==> src/rtl/seq_det_pkg.sv <==
// rtl/seq_det_pkg.sv - shared state type and helpers for the serial pattern detector
package seq_det_pkg;

  typedef enum logic [1:0] {
    ST_IDLE = 2'd0,
    ST_HUNT = 2'd1,
    ST_HIT  = 2'd2
  } state_t;

  // Widest compare the helper supports; PAT_W must stay below this.
  localparam int CMP_W = 64;

  function automatic int len_w(input int pat_w);
    return $clog2(pat_w + 1);
  endfunction

  function automatic int clamp_len(input int len, input int max_len);
    return (len > max_len) ? max_len : len;
  endfunction

  function automatic logic masked_eq(input logic [CMP_W-1:0] pattern,
                                     input logic [CMP_W-1:0] hist,
                                     input int               len);
    logic [CMP_W-1:0] mask;
    mask = (len >= CMP_W) ? '1 : ((CMP_W'(1) << len) - CMP_W'(1));
    return ((pattern ^ hist) & mask) == '0;
  endfunction

endpackage

==> src/rtl/seq_det_history.sv <==
// rtl/seq_det_history.sv - serial history shift register with saturating fill count
module seq_det_history
  import seq_det_pkg::*;
#(
  parameter int PAT_W = 8,
  parameter int LEN_W = 4
) (
  input  logic             clk,
  input  logic             rst_n,
  input  logic             i_shift,
  input  logic             i_din,
  input  logic             i_clear,
  input  logic             i_flush,
  output logic [PAT_W-1:0] o_hist,
  output logic [LEN_W-1:0] o_fill
);

  logic [PAT_W-1:0] r_hist;
  logic [LEN_W-1:0] r_fill;

  // Flush only restarts the fill count; the shifted-in bit is still kept.
  always_ff @(posedge clk or negedge rst_n) begin
    if (!rst_n) begin
      r_hist <= '0;
      r_fill <= '0;
    end else if (i_clear) begin
      r_hist <= '0;
      r_fill <= '0;
    end else begin
      if (i_shift)
        r_hist <= {r_hist[PAT_W-2:0], i_din};
      if (i_flush)
        r_fill <= '0;
      else if (i_shift && (r_fill != LEN_W'(PAT_W)))
        r_fill <= r_fill + LEN_W'(1);
    end
  end

  assign o_hist = r_hist;
  assign o_fill = r_fill;

endmodule

==> src/rtl/seq_detector_param.sv <==
// rtl/seq_detector_param.sv - runtime-configurable serial pattern detector, Moore match pulse
// Define MATCH_COUNT_EN to build the saturating match counter.
module seq_detector_param
  import seq_det_pkg::*;
#(
  parameter int               PAT_W       = 8,
  parameter logic [PAT_W-1:0] RST_PATTERN = 8'b0000_1101,
  parameter int               RST_LEN     = 4,
  parameter bit               RST_OVERLAP = 1'b1,
  parameter int               CNT_W       = 16,
  localparam int              LEN_W       = len_w(PAT_W)
) (
  input  logic             clk,
  input  logic             rst_n,
  input  logic             cfg_load,
  input  logic [PAT_W-1:0] cfg_pattern,
  input  logic [LEN_W-1:0] cfg_len,
  input  logic             cfg_overlap,
  input  logic             din_valid,
  input  logic             din,
  output logic             match,
  output logic             armed,
  output logic [CNT_W-1:0] match_count
);

  localparam logic [LEN_W-1:0] RST_LEN_C = LEN_W'(clamp_len(RST_LEN, PAT_W));
  localparam state_t           RST_STATE = (RST_LEN_C == '0) ? ST_IDLE : ST_HUNT;

  logic [PAT_W-1:0] r_pattern;
  logic [LEN_W-1:0] r_len;
  logic             r_overlap;
  state_t           r_state;
  logic             r_match;
  logic             r_armed;

  logic [PAT_W-1:0] w_hist;
  logic [LEN_W-1:0] w_fill;
  logic [LEN_W-1:0] w_load_len;
  logic             w_accept;
  logic             w_hit;
  logic             w_take_hit;

  assign w_load_len = LEN_W'(clamp_len(int'(cfg_len), PAT_W));
  assign w_accept   = din_valid && !cfg_load;
  // The incoming bit completes the window, so compare against {hist, din}.
  assign w_hit      = ((int'(w_fill) + 1) >= int'(r_len)) &&
                      masked_eq({{(CMP_W-PAT_W){1'b0}}, r_pattern},
                                {{(CMP_W-PAT_W-1){1'b0}}, w_hist, din},
                                int'(r_len));
  assign w_take_hit = w_accept && w_hit && (r_state != ST_IDLE);

  seq_det_history #(
    .PAT_W (PAT_W),
    .LEN_W (LEN_W)
  ) u_history (
    .clk     (clk),
    .rst_n   (rst_n),
    .i_shift (w_accept),
    .i_din   (din),
    .i_clear (cfg_load),
    .i_flush (w_take_hit && !r_overlap),
    .o_hist  (w_hist),
    .o_fill  (w_fill)
  );

  always_ff @(posedge clk or negedge rst_n) begin
    if (!rst_n) begin
      r_pattern <= RST_PATTERN;
      r_len     <= RST_LEN_C;
      r_overlap <= RST_OVERLAP;
      r_state   <= RST_STATE;
      r_match   <= 1'b0;
      r_armed   <= (RST_STATE != ST_IDLE);
    end else if (cfg_load) begin
      r_pattern <= cfg_pattern;
      r_len     <= w_load_len;
      r_overlap <= cfg_overlap;
      r_match   <= 1'b0;
      if (w_load_len == '0) begin
        r_state <= ST_IDLE;
        r_armed <= 1'b0;
      end else begin
        r_state <= ST_HUNT;
        r_armed <= 1'b1;
      end
    end else begin
      case (r_state)
        ST_IDLE: r_match <= 1'b0;
        ST_HUNT, ST_HIT: begin
          if (w_take_hit) begin
            r_state <= ST_HIT;
            r_match <= 1'b1;
          end else begin
            r_state <= ST_HUNT;
            r_match <= 1'b0;
          end
        end
        default: begin
          r_state <= ST_IDLE;
          r_match <= 1'b0;
          r_armed <= 1'b0;
        end
      endcase
    end
  end

  assign match = r_match;
  assign armed = r_armed;

`ifdef MATCH_COUNT_EN
  logic [CNT_W-1:0] r_count;

  always_ff @(posedge clk or negedge rst_n) begin
    if (!rst_n)
      r_count <= '0;
    else if (cfg_load)
      r_count <= '0;
    else if (w_take_hit && (r_count != '1))
      r_count <= r_count + CNT_W'(1);
  end

  assign match_count = r_count;
`else
  assign match_count = '0;
`endif

endmodule

==> config.mk <==
export PLATFORM = sky130hd
export DESIGN_NAME = seq_detector_param
export DESIGN_NICKNAME = d
export VERILOG_FILES = /design/src/rtl/seq_det_pkg.sv /design/src/rtl/seq_det_history.sv /design/src/rtl/seq_detector_param.sv
export SDC_FILE = /design/constraint.sdc
export NUM_CORES = 1
export LEC_CHECK = 0
export CAP_MARGIN = 0
export CORE_MARGIN = 2
export CORE_UTILIZATION = 45
export CTS_BUF_LIST = sky130_fd_sc_hd__clkbuf_16
export DETAILED_ROUTE_END_ITERATION = 7
export PLACE_DENSITY_LB_ADDON = 0.15
export RECOVER_POWER = 100
export SETUP_SLACK_MARGIN = 0.4
export SLEW_MARGIN = 20
export SYNTH_ARGS = -nofsm -noshare
export SYNTH_HDL_FRONTEND = slang
export SYNTH_HIERARCHICAL = 1
export SYNTH_SLANG_ARGS = --single-unit
==> constraint.sdc <==
create_clock -name clk -period 5.3 [get_ports clk]
set_input_delay 1.59 -clock clk [delete_from_list [all_inputs] [get_ports clk]]
set_output_delay 1.59 -clock clk [all_outputs]
set_load 0.02 [all_outputs]
---- After elaboration in Yosys (flattened, before gate mapping) ----
Index checks and enable logic that the tools add are counted.
word-level totals
  register bits after elaboration ......... 29
  bits in latches ......................... 0
  bits in writable memories ............... 0
  ROM bits ................................ 0
  input port bits ......................... 18
  output and inout bits ................... 18
  word-level logic and storage cells ...... 53
  memories ................................ 0
cells by class
  add/subtract/negate cells ............... 3
  multipliers ............................. 0
  divide/modulo/power cells ............... 0
  $lt $le $gt $ge ......................... 2
  equal/unequal tests ..................... 5
  shift operators ......................... 1
  multiplexer cells ....................... 16
  bitwise gates (word level) .............. 2
  reduce and logical (&&, ||, !) cells .... 16
operator list
  kind                     count
  $and A9 B64 Y64          1
  $logic_not A64 Y1        1
  $shl A1 B4 Y64 const A   1
  $sub A64 B1 Y64 const B  1
  $mux W4                  4
  $mux W8                  2
  $xor A8 B9 Y9            1
  $mux W1                  7
  $logic_and A1 B1 Y1      6
  $add A4 B1 Y5 const B    1
  $ge A5 B4 Y1             1
  $add A4 B1 Y4 const B    1
  $gt A4 B4 Y1 const B     1
  $logic_not A4 Y1         1
  $mux W2                  2
  $ne A4 B4 Y1 const B     1
  $pmux W2 S2              1
  $reduce_bool A2 Y1       2
  $reduce_bool A3 Y1       1
  $reduce_or A3 Y1         1
  $eq A2 B1 Y1 const B     1
  $eq A2 B2 Y1 const B     1
  $logic_not A1 Y1         2
  $logic_not A2 Y1         1
  3 further kinds          3

---- Depth between registers and ports, before layout ----
  depth after elaboration ................. 10
  depth in mapped cells ................... 14
  mapped depth without buffers ............ 12

---- Cells and area by module ----
The synthesis kept the hierarchy.
modules (own cells, without submodules)
  module              instances  cells each  area each (um2)  seq. area each (um2)
  seq_detector_param  1          129         1255.0           434.2
  seq_det_history     1          50          565.5            300.3

---- Least setup slack after synthesis ----
No wires, ideal clock.
  path kind ............................... in2reg
  from .................................... input port cfg_load
  to ...................................... register u_history.r_fill[0], in the netlist u_history/o_fill[0]
  setup time .............................. 126 ps
  data arrival time ....................... 3100 ps
  required time ........................... 5174 ps
  slack ................................... 2074 ps
  stages on the path ...................... 8
  buffers on the path ..................... 0
  cells stage by stage .................... and2b_2 o2111ai_1 or4b_1 nor3_2 nor2b_1 nor2_1 nand2_1 mux2i_1
between the ends
  word-level cells in the longest chain between the ends .. 7
  elaborated cells on any way between the ends .. 9
  classes of those cells .................. mux (2); reduce/logical (7)
RTL lines
  what                              RTL line                  RTL
  start, declared                   seq_detector_param.sv:15  input logic cfg_load,
  $logic_not A1 Y1                  seq_detector_param.sv:44  assign w_accept = din_valid && !cfg_load;
  $logic_and A1 B1 Y1               seq_detector_param.sv:44
  $logic_and A1 B1 Y1 (2 in a row)  seq_detector_param.sv:50  assign w_take_hit = w_accept && w_hit && (r_state != ST_IDLE);
  $logic_and A1 B1 Y1               seq_detector_param.sv:61  .i_flush (w_take_hit && !r_overlap),
  $mux W4                           seq_det_history.sv:32     if (i_flush)
  $mux W4                           seq_det_history.sv:26     end else if (i_clear) begin
  end signal, assigned              seq_det_history.sv:35     r_fill <= r_fill + LEN_W'(1);
  end, declared                     seq_det_history.sv:19     logic [LEN_W-1:0] r_fill;
Parallel ways exist; a longest one is shown, timed or not.
A chain may end at the register's enable or synchronous reset.

---- Final worst setup path ----
  from .................................... input port cfg_load
  to ...................................... register u_history.r_fill[1], in the netlist u_history/o_fill[1]
between the ends
  word-level cells in the longest chain between the ends .. 7
  elaborated cells on any way between the ends .. 9
  classes of those cells .................. mux (2); reduce/logical (7)
RTL lines
  what                              RTL line                  RTL
  $logic_not A1 Y1 *                seq_detector_param.sv:44
  $logic_and A1 B1 Y1 *             seq_detector_param.sv:44
  net w_accept                      seq_detector_param.sv:39  logic w_accept;
  $logic_and A1 B1 Y1 (2 in a row)  seq_detector_param.sv:50
  $logic_and A1 B1 Y1               seq_detector_param.sv:61
  $mux W4                           seq_det_history.sv:32
  $mux W4                           seq_det_history.sv:26
The timed path passes the listed nets; every way through them passes the cells marked *.

==> results.rst <==
.. list-table::
   :header-rows: 1

   * - Metric
     - Value
   * - Setup repair after global routing missed its margin
     - false
   * - Total routed wirelength
     - between 3000 and 4000 um
   * - Post-cts repair resize count
     - 0
   * - Max IR drop VDD
     - 176 uV
   * - Clk Tree Root Cell
     - sky130_fd_sc_hd__clkbuf_16
   * - Vias in the first global route
     - between 1000 and 1500
   * - Highest fanout seen on the critical path
     - 12
   * - Total number of clock tree sinks
     - 29
   * - Total setup violations reported at the end of the flow
     - 0
   * - Time the worst path needs with I/O delays and setup
     - 4.45 ns
   * - Clock tree from TritonCTS
     - built
   * - Hold path depth
     - 2
   * - Initial antenna violation count
     - 0
   * - Maximum number of pins on one net before global-route repair
     - 32
   * - Avg Inst Size Synth
     - a little over 10 um^2
   * - Overflow left after global routing
     - 0
   * - Final worst path period share
     - ~84%
   * - Global-route wire length before repair
     - between 5000 and 6000 um
   * - Slack of the worst reg-to-reg path
     - around 2.1 ns
   * - Count of warnings emitted by yosys
     - 6
   * - Reg-to-Reg Start
     - r_len[3]$_DFFE_PN0P_
   * - Count of antenna-violating nets left after detailed routing
     - 0
   * - Most common flop cell mapped by yosys
     - sky130_fd_sc_hd__dfrtp_1
   * - Worst setup path start
     - cfg_load
   * - Slew at the pin closest to its max-slew limit
     - about 1.6 ns
   * - Clock tree buffer depth
     - 2
   * - Post-DP HPWL
     - roughly 2500 um
   * - Kind of start point of the critical path
     - input port
   * - Share of flip-flops with an asynchronous set or reset after synthesis
     - 100%
   * - Total of max-cap violations
     - 1
   * - Post-Synthesis Cell Area
     - 1820 um^2
   * - Post-synth EDFFs
     - 0
   * - Total inserted antenna cells
     - 0
   * - Category of the most critical setup path
     - input port to register
   * - Hold crit path type
     - register to register
   * - Final-layout fill cell count
     - around 340
   * - DR vias
     - 1278
   * - Post-CTS setup-driven buffer insertion count
     - 0
   * - Sequential fraction of the synthesis area
     - between 40% and 50%
   * - Post-route setup TNS
     - 0 ns
   * - Height of the die
     - a little under 70 um
   * - Post-route design area
     - 2120 um^2
   * - Clock-pin slew of the registers on the worst-case setup and hold paths
     - 0.05 ns
   * - Slew Limit Headroom
     - -3.62%
   * - Worst reg-to-reg path cell count
     - 12
   * - Layout overhead on the synthesized area
     - 16.6%
   * - PnR Total Power
     - around 0.66 mW
   * - Die span in x
     - a little under 70 um
   * - Endpoint kind of the worst setup timing path
     - register
   * - Flop and latch count out of synthesis
     - 29
   * - Cell Area, Placed
     - a little under 2000 um^2
   * - Leading cell types in the layout, fill and taps excluded
     - sky130_fd_sc_hd__dfrtp_1, sky130_fd_sc_hd__conb_1, sky130_fd_sc_hd__clkdlybuf4s50_1, sky130_fd_sc_hd__nand2_1, sky130_fd_sc_hd__nor2_1
   * - Power density relative to cell area
     - just over 300 nW/um^2
   * - Number of H-tree branching levels
     - 2
   * - Number of placement rows
     - 23
   * - Status
     - finished with violations
   * - Startpoint of the tightest hold check path
     - armed$_DFFE_PN1P_
   * - Worst EP required
     - 5.45 ns
   * - Area of the die
     - roughly 4600 um^2
   * - Via-to-Cell Ratio
     - ~5.1
   * - DRT iter0 DRCs
     - between 40 and 50
   * - Core utilization of the finished layout
     - approximately 54%
   * - Routed wire length per instance
     - 13.6 um
   * - Most common cell after layout, fill and taps aside
     - sky130_fd_sc_hd__dfrtp_1
   * - Violated checks
     - max-capacitance violations, max-slew violations
   * - IO Count
     - 36
   * - CTS hold repair buffers
     - 0
   * - Leak
     - ~0.96 nW
   * - TritonCTS Buffers
     - 5
   * - Max Slew Vio Count
     - 30
   * - Distinct cell type count after synthesis
     - 45
   * - Ratio of cells with drive above 1 in the final layout
     - about 14%
   * - Clock Latency Late Sink
     - between 0.2 and 0.3 ns
   * - IO Port Bufs
     - 19
   * - Multi-input logic area
     - about 930 um^2
   * - Final Hold Fails
     - 0
   * - Fmax achieved
     - ~220 MHz
   * - Total track usage
     - 17.4%
   * - Standard cell core area
     - between 3000 and 4000 um^2
   * - Sequential Area
     - approximately 730 um^2
   * - Gate count of the mapped netlist
     - about 180
   * - Final weighted congestion in routability-driven placement
     - between 0.8 and 0.9
   * - Data arrival time at the worst-slack endpoint
     - around 4.6 ns
   * - Total Nets Final
     - between 200 and 250
   * - Initial Utilization
     - between 40 and 50%
   * - Number of design rule violations left after detail routing
     - 0
   * - Worst clock skew on the final layout
     - approximately 0.0074 ns
   * - Number of search-and-repair iterations in the first detailed-routing pass
     - 4
-- stage by stage --
stage / setup slack, ns / instances / hold WS (ns)
2_1_floorplan: 2.07 / 194 / 0.480
3_3_place_gp: 1.22 / 242 / 0.473
3_5_place_dp: 1.12 / 242 / 0.486
4_1_cts: 1.41 / 250 / 0.493
5_1_grt: 0.635 / 250 / 0.517
6_report: 0.851 / 250 / 0.488
-- layer usage --
layer  GRT usage [%]  routed length (um)
met1            20.5                1510
met5               0                   0
met4            9.69                  78
met3            5.17                 121
met2            28.3                1680
-- final timing paths --
check	to
worst max-delay path	u_history/o_fill[1]$_DFFE_PN0P_
worst max register to register	u_history/o_fill[1]$_DFFE_PN0P_
worst min-delay path	armed$_DFFE_PN1P_
min in group asynchronous	r_pattern[4]$_DFFE_PN0P_
max in group asynchronous	r_pattern[1]$_DFFE_PN0P_
worst min register to register	armed$_DFFE_PN1P_
-- cells in the mapped netlist, types with 2 or more instances --
| cell type | n | area share, % |
|---|---|---|
| sky130_fd_sc_hd__mux2i_1 | 11 | 6.0 |
| sky130_fd_sc_hd__ha_1 | 10 | 6.9 |
| sky130_fd_sc_hd__dfrtp_1 | 22 | 30 |
| sky130_fd_sc_hd__dfstp_2 | 7 | 10 |
| sky130_fd_sc_hd__o21ai_0 | 7 | 1.9 |
| sky130_fd_sc_hd__nor3_2 | 2 | 1.1 |
| sky130_fd_sc_hd__xnor2_1 | 5 | 2.4 |
| sky130_fd_sc_hd__o22ai_1 | 3 | 1.0 |
| sky130_fd_sc_hd__inv_1 | 9 | 1.9 |
| sky130_fd_sc_hd__xor2_1 | 6 | 2.9 |
| sky130_fd_sc_hd__nand2_1 | 12 | 2.5 |
| sky130_fd_sc_hd__a211oi_1 | 3 | 1.2 |
| sky130_fd_sc_hd__nor3_1 | 3 | 0.82 |
| sky130_fd_sc_hd__nand3_1 | 2 | 0.55 |
| sky130_fd_sc_hd__buf_6 | 3 | 1.9 |
| sky130_fd_sc_hd__buf_4 | 16 | 6.6 |
| sky130_fd_sc_hd__nor2b_1 | 3 | 1.0 |
| sky130_fd_sc_hd__o2bb2ai_1 | 2 | 0.96 |
| sky130_fd_sc_hd__nand2b_1 | 2 | 0.69 |
| sky130_fd_sc_hd__clkbuf_1 | 3 | 0.62 |
| sky130_fd_sc_hd__nor2_2 | 2 | 0.69 |
| sky130_fd_sc_hd__mux2_2 | 9 | 5.6 |
| sky130_fd_sc_hd__a21oi_1 | 4 | 1.1 |
| sky130_fd_sc_hd__nor2_1 | 12 | 2.5 |
-- where the power goes --
part | total [mW] | switching, mW | leakage (nW) | internal [mW]
combinational | 0.100 | 0.0546 | 0.512 | 0.0454
sequential | 0.253 | 0.0147 | 0.364 | 0.238
clock | 0.306 | 0.0892 | 0.0826 | 0.217
-- flip-flops by register name, indices dropped and copies added, names as in the netlist --
| name | flops |
|---|---|
| match | 1 |
| u_history/o_hist | 8 |
| r_pattern | 8 |
| u_history/o_fill | 4 |
| r_len | 4 |
| r_state | 2 |
| armed | 1 |
| r_overlap | 1 |
-- worst max-delay path: stages --
cell and delay (ns):
sky130_fd_sc_hd__dlygate4sd3_1 0.55, sky130_fd_sc_hd__and2b_1 0.64, sky130_fd_sc_hd__o2111ai_1 0.19, sky130_fd_sc_hd__or4b_1 0.53
sky130_fd_sc_hd__nor3_1 0.43, sky130_fd_sc_hd__nor2b_1 0.32, sky130_fd_sc_hd__nor2_1 0.13, sky130_fd_sc_hd__nand2_1 0.16
sky130_fd_sc_hd__mux2i_1 0.07
-- layout make-up --
class                   instances  area share [%]
well taps                      50            2.95
clock inverters                 3            1.77
inverters                       9            1.59
flip-flops and latches         29            34.6
multi-input cells             133            43.9
repair buffers                 21            9.31
clock buffers                   5            5.89
-- cells by family after synthesis --
kind of cell / count (synthesis) / synth area share (%)
compound gates: 31 / 11.5
xor+xnor: 11 / 5.29
fa+ha+maj: 10 / 6.87
buf+inv: 32 / 11.2
flops: 29 / 40.3
mux: 20 / 11.6
other cells: 1 / 0.206
simple gates: 45 / 12.9
(Power assumes the default switching activity.)
